===== src/rtl/cnn_layer_sequencer.sv =====
// Fixed-order layer launcher for the CNN pipeline: start/done handshakes,
// a per-stage watchdog and whole-pass latency measurement.
module cnn_layer_sequencer #(
  parameter int N_STAGES       = 4,
  parameter int CNT_WIDTH      = 32,
  parameter int TIMEOUT_CYCLES = 2_000_000,
  localparam int AW = (N_STAGES > 1) ? $clog2(N_STAGES) : 1
) (
  input  logic                 clk,
  input  logic                 reset,
  input  logic                 run,
  input  logic                 abort,
  output logic [N_STAGES-1:0]  stage_start,
  input  logic [N_STAGES-1:0]  stage_done,
  output logic [AW-1:0]        active_stage,
  output logic                 busy,
  output logic                 done,
  output logic                 error,
  output logic [1:0]           err_code,
  output logic [CNT_WIDTH-1:0] total_cycles
);

  localparam logic [AW-1:0] LAST = AW'(N_STAGES - 1);
  localparam logic [CNT_WIDTH-1:0] TO_LIM = CNT_WIDTH'(TIMEOUT_CYCLES);
  // a limit the timer cannot represent can never expire
  localparam bit WD_EN = (TIMEOUT_CYCLES != 0) &&
                         ((longint'(TIMEOUT_CYCLES) >> CNT_WIDTH) == 0);

  localparam logic [1:0] E_NONE = 2'd0;
  localparam logic [1:0] E_TMO  = 2'd1;
  localparam logic [1:0] E_DONE = 2'd2;

  typedef enum logic [1:0] {
    S_IDLE,
    S_WAIT,
    S_FINISH
  } state_e;

  state_e                state_q, state_d;
  logic [AW-1:0]         k_q, k_d;
  logic [N_STAGES-1:0]   start_q, start_d;
  logic                  busy_q, busy_d;
  logic                  done_q, done_d;
  logic                  error_q, error_d;
  logic [1:0]            code_q, code_d;
  logic [CNT_WIDTH-1:0]  lat_q, lat_d;
  logic [CNT_WIDTH-1:0]  tmr_q, tmr_d;
  logic [CNT_WIDTH-1:0]  total_q, total_d;

  logic [N_STAGES-1:0]   k_mask;
  logic                  hit;
  logic                  stray;
  logic                  timeout;
  logic [CNT_WIDTH-1:0]  lat_inc;
  logic [CNT_WIDTH-1:0]  tmr_inc;

  always_comb begin
    k_mask  = N_STAGES'(1) << k_q;
    hit     = |(stage_done & k_mask);
    stray   = |(stage_done & ~k_mask);
    timeout = WD_EN && (tmr_q == TO_LIM);
    lat_inc = (&lat_q) ? lat_q : lat_q + CNT_WIDTH'(1);
    tmr_inc = (&tmr_q) ? tmr_q : tmr_q + CNT_WIDTH'(1);

    state_d = state_q;
    k_d     = k_q;
    start_d = '0;
    busy_d  = busy_q;
    done_d  = 1'b0;
    error_d = error_q;
    code_d  = code_q;
    lat_d   = lat_q;
    tmr_d   = tmr_q;
    total_d = total_q;

    unique case (state_q)
      S_IDLE: begin
        busy_d = 1'b0;
        if (run && !abort) begin
          state_d = S_WAIT;
          k_d     = '0;
          start_d = N_STAGES'(1);
          busy_d  = 1'b1;
          error_d = 1'b0;
          code_d  = E_NONE;
          lat_d   = CNT_WIDTH'(1);
          tmr_d   = '0;
        end
      end
      S_WAIT: begin
        if (abort) begin
          state_d = S_IDLE;
          busy_d  = 1'b0;
        end else if (stray) begin
          state_d = S_IDLE;
          busy_d  = 1'b0;
          error_d = 1'b1;
          code_d  = E_DONE;
        end else if (hit) begin
          if (k_q == LAST) begin
            state_d = S_FINISH;
            busy_d  = 1'b0;
            done_d  = 1'b1;
            total_d = lat_q;
          end else begin
            k_d     = k_q + AW'(1);
            start_d = k_mask << 1;
            tmr_d   = '0;
            lat_d   = lat_inc;
          end
        end else if (timeout) begin
          state_d = S_IDLE;
          busy_d  = 1'b0;
          error_d = 1'b1;
          code_d  = E_TMO;
        end else begin
          tmr_d = tmr_inc;
          lat_d = lat_inc;
        end
      end
      S_FINISH: begin
        state_d = S_IDLE;
        busy_d  = 1'b0;
      end
      default: begin
        state_d = S_IDLE;
        busy_d  = 1'b0;
      end
    endcase
  end

  always_ff @(posedge clk) begin
    if (reset) begin
      state_q <= S_IDLE;
      k_q     <= '0;
      start_q <= '0;
      busy_q  <= 1'b0;
      done_q  <= 1'b0;
      error_q <= 1'b0;
      code_q  <= E_NONE;
      lat_q   <= '0;
      tmr_q   <= '0;
      total_q <= '0;
    end else begin
      state_q <= state_d;
      k_q     <= k_d;
      start_q <= start_d;
      busy_q  <= busy_d;
      done_q  <= done_d;
      error_q <= error_d;
      code_q  <= code_d;
      lat_q   <= lat_d;
      tmr_q   <= tmr_d;
      total_q <= total_d;
    end
  end

  assign stage_start  = start_q;
  assign active_stage = k_q;
  assign busy         = busy_q;
  assign done         = done_q;
  assign error        = error_q;
  assign err_code     = code_q;
  assign total_cycles = total_q;

endmodule


===== config.mk =====
export PLATFORM = sky130hd
export DESIGN_NAME = cnn_layer_sequencer
export DESIGN_NICKNAME = d
export VERILOG_FILES = /design/src/rtl/cnn_layer_sequencer.sv
export SDC_FILE = /design/constraint.sdc
export NUM_CORES = 1
export LEC_CHECK = 0
export CORE_MARGIN = 2
export CORE_UTILIZATION = 54
export CTS_BUF_LIST = sky130_fd_sc_hd__clkbuf_4 sky130_fd_sc_hd__clkbuf_8
export CTS_CLUSTER_SIZE = 10
export DETAILED_ROUTE_END_ITERATION = 10
export PLACE_DENSITY_LB_ADDON = 0.05
export SETUP_SLACK_MARGIN = 0.02
export SLEW_MARGIN = 20
export SYNTH_ARGS = -nofsm -noshare
export SYNTH_HDL_FRONTEND = slang
export SYNTH_SLANG_ARGS = --single-unit

===== constraint.sdc =====
create_clock -name clk -period 3 [get_ports clk]
set_input_delay 0.6 -clock clk [delete_from_list [all_inputs] [get_ports clk]]
set_output_delay 0.6 -clock clk [all_outputs]
set_load 0.02 [all_outputs]

======== Yosys cells after proc, flatten, opt, wreduce, memory -nomap -nowiden ========
Cells that the tools add are included.
cells by class
  bitwise gates (word level) .............. 7
  $add $sub $neg .......................... 3
  $lt $le $gt $ge ......................... 0
  shift operators ......................... 1
  divide/modulo/power cells ............... 0
  reductions and logical operators ........ 16
  multiply operators ...................... 0
  equal/unequal tests ..................... 15
  mux-type cells .......................... 54
operators with widths
  cell                                                                     number
  32-bit two-way mux                                                       14
  32-bit case mux with 2 select lines                                      2
  32-bit by 1-bit adder with 32-bit output, second input constant          2
  32-bit AND reduction                                                     2
  32-bit by 21-bit equality test with 1-bit output, second input constant  1
  2-bit two-way mux                                                        15
  4-bit two-way mux                                                        4
  3-bit != test, second input constant                                     5
  1-bit two-way mux                                                        13
  2-bit case mux with 2 select lines                                       3
  6-bit AND reduction                                                      2
  2-bit != test, second input constant                                     5
  5-bit != test, second input constant                                     2
  5-bit AND reduction                                                      2
  4-bit bitwise AND                                                        2
  4-bit case mux with 2 select lines                                       1
  4-bit OR reduction                                                       2
  8-bit OR reduction                                                       1
  7-bit AND reduction                                                      1
  1-bit inverter                                                           4
  4-bit inverter                                                           1
  1-bit case mux with 2 select lines                                       2
  1-bit by 2-bit left shift with 4-bit output, first input constant        1
  3-bit AND reduction                                                      1
  8 further kinds                                                          8
word-level totals
  input bits .............................. 8
  memory bits (writable) .................. 0
  memory bits (read-only) ................. 0
  flip-flop bits (word level) ............. 109
  latch bits .............................. 0
  output and inout bits ................... 43
  memories kept ........................... 0

======== Longest topological paths before layout ========
  word-level depth ........................ 7
  gate-level depth with buffers ........... 11

======== Least setup slack after synthesis ========
Ideal clock, no wire load.
  path type ............................... reg2reg
  from .................................... reg k_q[0], in the netlist active_stage[0]
  to ...................................... reg lat_q[14]
  setup time .............................. 70 ps
  path buffers ............................ 2
  clock period less this slack ............ 3018 ps
  data required time ...................... 2930 ps
  arrival ................................. 2947 ps
  path slack .............................. -18 ps
  stages on the path, launching flop included .. 12
  cell sequence ........................... dfxtp_1 inv_1 ha_1 a222oi_1 nand2b_1 a311o_1 o21ba_4 buf_6 nand3_2 buf_6 or4_1 a21oi_1
between the ends
  cells in the longest elaborated chain, start to end .. 7
  elaborated cells between the ends (all ways) .. 15
  classes of those cells .................. eq/ne: 4; shift: 1; mux: 4; bitwise: 3; reduce/logical: 3
RTL lines
  item                                         line  source
  from (decl)                                  40    logic [AW-1:0] k_q, k_d;
  from (signal assigned)                       146   k_q <= k_d;
  1-bit by 2-bit left shift with 4-bit output  58    k_mask = N_STAGES'(1) << k_q;
  4-bit bitwise AND                            59    hit = |(stage_done & k_mask);
  4-bit OR reduction                           59
  32-bit two-way mux                           99    end else if (hit) begin
  32-bit two-way mux                           94    end else if (stray) begin
  32-bit two-way mux                           91    if (abort) begin
  32-bit case mux with 2 select lines          76    unique case (state_q)
  to (signal assigned)                         152   lat_q <= lat_d;
  to (decl)                                    46    logic [CNT_WIDTH-1:0] lat_q, lat_d;
Several ways; a longest one is shown, not always the timed one. The select of a mux whose other input is x is not followed.
A chain may end at the register's enable or synchronous reset.

======== Final worst setup path ========
  from .................................... reg k_q[0], in the netlist active_stage[0]
  to ...................................... reg tmr_q[29]
between the ends
  cells in the longest elaborated chain, start to end .. 7
  elaborated cells between the ends (all ways) .. 16
  classes of those cells .................. eq/ne: 5; shift: 1; mux: 4; bitwise: 3; reduce/logical: 3
RTL lines
  item                                         line  source
  1-bit by 2-bit left shift with 4-bit output  58
  4-bit bitwise AND                            59
  4-bit OR reduction                           59
  32-bit two-way mux                           99
  32-bit two-way mux                           94
  32-bit two-way mux                           91
  32-bit case mux with 2 select lines          76
  to (signal assigned)                         153   tmr_q <= tmr_d;
  to (decl)                                    47    logic [CNT_WIDTH-1:0] tmr_q, tmr_d;
Several ways; a longest one is shown, not always the timed one. The select of a mux whose other input is x is not followed.

==> flow_metrics.py <==
metrics = {
    "worst_setup_path": {
        "critical_path.slowest_cell": "a222oi_1",
        "critical_path_fanout_max": 8,
        "timing.reg2reg.setup_slack_ns": 0.20,
        "timing.critical_path.max_delay_family": "compound AO/OA/AOI/OAI gates",
        "critical_path.endpoint_type": "flip-flop",
        "cp.arrival_ns": 3.13,
        "crit_path_max_incr_delay_ns": 0.43,
        "series_of_cell_instances_along_the_critical_path": "inv_1 -> ha_1 -> a222oi_1 -> nand2b_1 -> a311o_1 -> o21ba_4 -> buf_4 -> nand2_1 -> or3_1 -> a21oi_1",
        "crit_buf_inv": 2,
        "path_class": "reg2reg",
        "critPathLaunchType": "flip-flop",
        "worstPathRequired_ns": 3.33,
    },
    "yosys": {
        "synth_simple_gate_area_frac": 0.318,
        "synthAdderAreaFrac": 0.0252,
        "yosys-mux-area-fraction": 0.00367,
        "seq_area_frac_synth": 0.400,
        "most_used_flip_flop_cell_after_synthesis": "dfxtp_1",
        "async_reset_ff_frac": 0,
        "ys_seq_elements": 109,
        "synth_nets": 725,
        "synthCells": 706,
        "synth_top_family_by_area": "simple AND/OR/NAND/NOR gates",
        "count_of_cell_types_in_the_netlist": 50,
        "synth_area_per_cell_um2": 7.72,
        "xor_xnor_portion_of_the_synthesized_cell_area": 0,
        "count_of_flip_flops_with_a_built_in_enable_after_synthesis": 0,
        "yosys_warnings": 0,
        "synth_compound_gate_area_share": 0.215,
        "post_synth_instance_area_um2": 5450,
    },
    "timing": {
        "setup_viol": 0,
        "timing.max_slew.rel_slack": 0.587,
        "layout_worst_path_cycle_share": 0.933,
        "accumulated_negative_setup_slack_ns": 0,
        "post-route-min-period_ns": 2.80,
        "rsz0062_at_grt": "true",
        "report.final.hold_viol_count": 0,
        "fmax_mhz": 357,
        "drv_slew": 0,
        "worstMarginPinSlew_ns": 0.619,
        "final.setup_skew_ns": 0.0118,
        "worst_hold_slack_ns": 0.457,
    },
    "job": {
        "cap_violations": 0,
    },
    "power_and_ir_drop": {
        "power.density_cell_area_nw_per_um2": 400,
        "finalPower_mw": 2.63,
        "p_leak_nw": 2.13,
        "max-vdd-ir-drop_v": 0.000304,
    },
    "drt": {
        "firstDrtPassIters": 6,
        "post_route_drc": 0,
        "postRouteAntennaNets": 0,
        "detail_route.wl_per_cell_um": 17.0,
        "via_per_inst": 6.23,
        "met3_wirelength_um": 1070,
        "dr_total_vias": 5679,
        "routed-wl-met2_um": 7030,
        "top_layer": "met4",
        "drt_wl_total_um": 15500,
        "first_iter_violations": 515,
        "met1Wirelength_um": 7090,
    },
    "floorplan": {
        "die_area_um2": 10900,
        "dieWidth_um": 104,
        "chipHeight_um": 104,
        "coreArea_um2": 9770,
        "floorplan.initialDensity": 0.558,
        "io_pins": 51,
        "row_count": 36,
    },
    "grt": {
        "vias_in_the_first_global_route": 5197,
        "grt_antenna_before_repair": 0,
        "gr-total-overflow": 0,
        "grt_start_max_net_pins": 56,
        "gr-usage-all-layers": 0.286,
        "grt_first_pass_wirelength_um": 25600,
    },
    "clock_network": {
        "hold_buffers": 0,
        "cts.sink_count": 109,
        "clock_slew_at_the_register_clock_pins_of_the_worst_setup_and_hold_paths_ns": 0.10,
        "clk_path_buf_depth": 2,
        "tritoncts.num_buffers": 9,
        "ctsHtreeMaxLevel": 3,
        "worst_skew_pair.late_latency_ns": 0.40,
        "cts_tree": "done",
        "cts-root-buf": "clkbuf_8",
    },
    "place": {
        "port_buffers": 50,
        "dp_hpwl_um": 10900,
        "gp_congestion": 0.931,
        "place_inst": 895,
    },
    "min_path": {
        "worst_hold_path_type": "reg2reg",
    },
    "run_status": {
        "run_status": "completed",
    },
    "cells_and_area": {
        "n_antenna_cell": 0,
        "ratio_of_cells_with_drive_above_1_in_the_final_layout": 0.0976,
        "layout.cells.non_filler": 912,
        "synthToLayoutAreaGrowth_pct": 20.7,
        "final_net_count": 793,
    },
}
[report_power, final]
part / leakage, nW / internal (mW) / switching, mW
registers: 0.879 / 1.45 / 0.00616
clock network: 0.110 / 0.474 / 0.531
logic: 1.14 / 0.0676 / 0.105
total: 2.13 / 1.99 / 0.642
[worst register-to-register path, cell delays in order, from the launching register on]
cell	delay [ns]
dfxtp_4	0.40
inv_1	0.09
ha_1	0.21
a222oi_1	0.44
nand2b_1	0.10
a311o_1	0.32
o21ba_4	0.33
buf_4	0.16
nand2_1	0.13
or3_1	0.39
a21oi_1	0.16
[placed cells by master, fill, tap and decap left out, types with 5 or more instances in the layout]
master | netlist | layout
nand3_1 | 33 | 33
nor3_1 | 17 | 17
nand2b_1 | 7 | 7
nor4_1 | 8 | 8
nand3b_1 | 7 | 7
and2_1 | 8 | 8
nand2_1 | 108 | 108
clkbuf_8 | 0 | 9
inv_1 | 11 | 11
or3_1 | 19 | 19
or4_1 | 5 | 5
o31ai_1 | 6 | 6
nand4_1 | 32 | 32
a21oi_1 | 88 | 88
and3_1 | 11 | 11
clkdlybuf4s50_1 | 0 | 49
ha_1 | 11 | 11
a31oi_1 | 15 | 15
a41oi_1 | 6 | 6
o21ai_0 | 54 | 54
dfxtp_1 | 109 | 108
buf_4 | 0 | 42
and4_1 | 10 | 10
o41ai_1 | 10 | 10
nor2_1 | 47 | 46
[sequential cells by signal (all words and copies together) (netlist names)]
name and cells:
active_stage 2, busy 1, done 1, err_code 2, error 1, lat_q 32, stage_start 4, state_q 2
tmr_q 32, total_cycles 32
[cell type report]
cell class | instances | area (µm²)
multi-input combinational | 547 | 3070
sequential | 109 | 2190
inverter | 11 | 41.3
clock buffer | 9 | 124
timing repair buffer | 96 | 891
clock inverter | 7 | 98.8
fill | 863 | 3190
tap | 133 | 166
[logic make-up (layout without fill, tap and decap cells)]
logic type | Yosys count | after routing
AO/OA/AOI/OAI | 199 | 199
adder cells (fa/ha/maj) | 11 | 11
flip-flops | 109 | 109
multiplexers | 2 | 2
AND/OR/NAND/NOR | 335 | 335
buffers and inverters | 50 | 123
[final timing paths]
path	startpoint	end	cells past startpoint
max	active_stage[0]	tmr_q[29]	10
min	total_cycles[6]	total_cycles[6]	2
max reg2reg	active_stage[0]	tmr_q[29]	10
min reg2reg	total_cycles[6]	total_cycles[6]	2
[layer usage]
| metal | track usage | up-vias |
|---|---|---|
| li1 | - | 2746 |
| met1 | 0.388 | 2680 |
| met2 | 0.451 | 226 |
| met3 | 0.0627 | 27 |
| met4 | 0.0965 | 0 |
| met5 | 0 | - |
[synthesized netlist by cell type, types with 2 or more instances]
master / number / area (µm²)
nor4b_1: 3 / 26.3
a32o_1: 3 / 30.0
a31o_2: 2 / 17.5
inv_1: 11 / 41.3
a31oi_1: 15 / 93.8
a21o_1: 4 / 30.0
nand4b_1: 3 / 26.3
nand4_1: 32 / 200
and4_1: 10 / 87.6
nor3_1: 17 / 85.1
dfxtp_1: 109 / 2180
o41ai_1: 10 / 87.6
nand2_1: 108 / 405
clkbuf_1: 34 / 128
nand3b_1: 7 / 52.6
nand2b_1: 7 / 43.8
nor2b_1: 3 / 18.8
a21oi_1: 88 / 440
o32ai_1: 2 / 17.5
and2_1: 8 / 50.1
a41oi_1: 6 / 52.6
nor3b_1: 2 / 15.0
nand3_1: 33 / 165
and3_1: 11 / 68.8
a211oi_1: 2 / 15.0
nand3_2: 2 / 20.0
mux2i_1: 2 / 20.0
o31ai_1: 6 / 45.0
o21ai_0: 54 / 270
or4_1: 5 / 37.5
o211ai_1: 2 / 15.0
nor2_1: 47 / 176
nor4_1: 8 / 50.1
or2_2: 3 / 18.8
buf_6: 2 / 22.5
buf_2: 3 / 15.0
or3_1: 19 / 119
ha_1: 11 / 138
[through the flow]
step	instance area, µm²	utilization	worst slack [ns]
2_1_floorplan	5450	-	0.0252
3_3_place_gp	6340	0.648	-0.176
3_5_place_dp	6340	0.648	-0.250
4_1_cts	6560	0.671	0.0466
5_1_grt	6580	0.673	-0.00238
6_report	6580	0.673	0.200
[repair_timing]
action,4_1_cts,5_1_grt
setup endpoints to repair,0,33
resized for setup,0,3
setup buffers,0,1
Power figures use the tool's default switching activity.
==> patch, RTL diff (same settings) <==
The parameter `N_STAGES` goes from 4 to 8.
--- a/src/rtl/cnn_layer_sequencer.sv
+++ b/src/rtl/cnn_layer_sequencer.sv
@@ -3,3 +3,3 @@
 module cnn_layer_sequencer #(
-  parameter int N_STAGES       = 4,
+  parameter int N_STAGES       = 8,
   parameter int CNT_WIDTH      = 32,
Ports: changed (resized active_stage, stage_done and stage_start); port bits go from 51 to 60. The function was not compared with the original's and may differ.
==> patch against the original RTL <==
Global-route usage shrank 1.9 points; critical path depth up 2; clock power up 73%; core utilization grew 1.9 points; wire length fell by 6.4%; area after synthesis rose by 2.4%; die area increased by 2.3%; setup slack lost 15 ps; sequential share of layout area down 0.83 points; cell area up 7.1%; sequential cell count rose by 5; via count down 6.5%; total power increased by 31%; critical endpoint is now lat_q[12].
==> patch: results <==
[run_status]
status = "finished, final reports clean"

[synth]
yosysUniqueCellTypes = 56
synth_common_cells = "dfxtp_1 (114), nor2_1 (88), o31ai_1 (39)"
syn_nets = 676
synth.yosys.seq_area_share_pct = 40.9
ys_top_cells_by_area = "dfxtp_1 (41%), mux2i_1 (5.9%), nor2_1 (5.9%), o31ai_1 (5.2%), and3_1 (3.3%)"

[route]
vias = 5311
routedWlPerCell_um = 16.4
dr.pass1.iters = 5
drtIter0Drc = 267

[grt]
grt.total_usage_pct = 26.7
grt_max_degree = 29
grt_pass1_vias = 5170
grt_use_met1_pct = 32.0
met2_usage_pct = 45.4

[power]
power_leakage_uw = 0.00246
peakVddDrop_v = 0.000591

[finish]
nNetsFinal = 759
layout.buffer.nonclock.area_share_pct = 13.4
nClkBuffers = 20
sh_seq_area_pct = 32.4
multiInputGateArea_um2 = 3100
num-multi-input-gates = 487
clock_area_share_pct = 6.82
buffers = 98
fillers = 842
n_all_inverters = 18

[timing]
skew_ps = 12.5
slew_headroom_pct = 48.7

[cts]
cts_buffers = 17
clk_pin_slew_ps = 70
numClockSinks = 114
clk_latency_ps = 440

[critical_path]
critical_path_peak_fanout = 22
critPathSlowestCell = "o41ai_2"
crit_arrival_ps = 3110
crit_path_max_incr_delay_ps = 340

[placement]
hpwl_mm = 9.66
gp_congestion = 0.894
place_ws_ps = -58.4
patch: tightest hold or removal path: cells and delay by family, from the launching register on:
kind	cells	cell delay [ps]
AO/OA/AOI/OAI	1	60
flip-flops	1	320
AND/OR/NAND/NOR	1	70
patch: logic make-up (layout without fill, tap and decap cells):
kind of cell	Yosys count	after routing	synth area share (%)
adder cells (fa/ha/maj)	11	11	2.47
buffers and inverters	52	146	4.26
AND/OR/NAND/NOR	263	263	24.4
AO/OA/AOI/OAI	180	180	22.0
flip-flops	114	114	40.9
multiplexers	33	33	5.92
patch: power groups by stage:
stage | combinational [uW] | sequential [uW] | clock [uW]
3_5_place_dp | 154 | 1560 | 0
3_3_place_gp | 151 | 1560 | 0
4_1_cts | 155 | 1520 | 1770
2_1_floorplan | 79.1 | 1560 | 0
5_1_grt | 174 | 1520 | 1830
6_report | 162 | 1520 | 1750
patch: per-stage QoR:
stage	cell area, um2	hold WS [ps]	instances	setup TNS, ps
final	7050	489	883	0
after floorplan	5580	448	653	0
after global routing	7050	516	883	0
after detailed placement	6520	479	852	-1090
after global placement	6520	470	852	0
after CTS	7000	494	882	0
patch: path summary, 6_finish.rpt:
check                   from          end  slack, ps  cells past startpoint
min reg2reg      err_code[1]  err_code[1]        490                      2
max          active_stage[0]    lat_q[12]        190                     12
max reg2reg  active_stage[0]    lat_q[12]        190                     12
min              err_code[1]  err_code[1]        490                      2
patch: metal layers:
metal / up-vias / part of all wire, % / wire length, um
li1: 2596 / - / -
met1: 2541 / 44 / 6410
met2: 148 / 49 / 7160
met3: 26 / 4.6 / 663
met4: 0 / 1.7 / 249
met5: - / 0 / 0
patch: timing repair:
item | in CTS | in global routing
endpoints found under the setup margin | 0 | 98
setup buffers | 0 | 1
resized for setup | 0 | 7
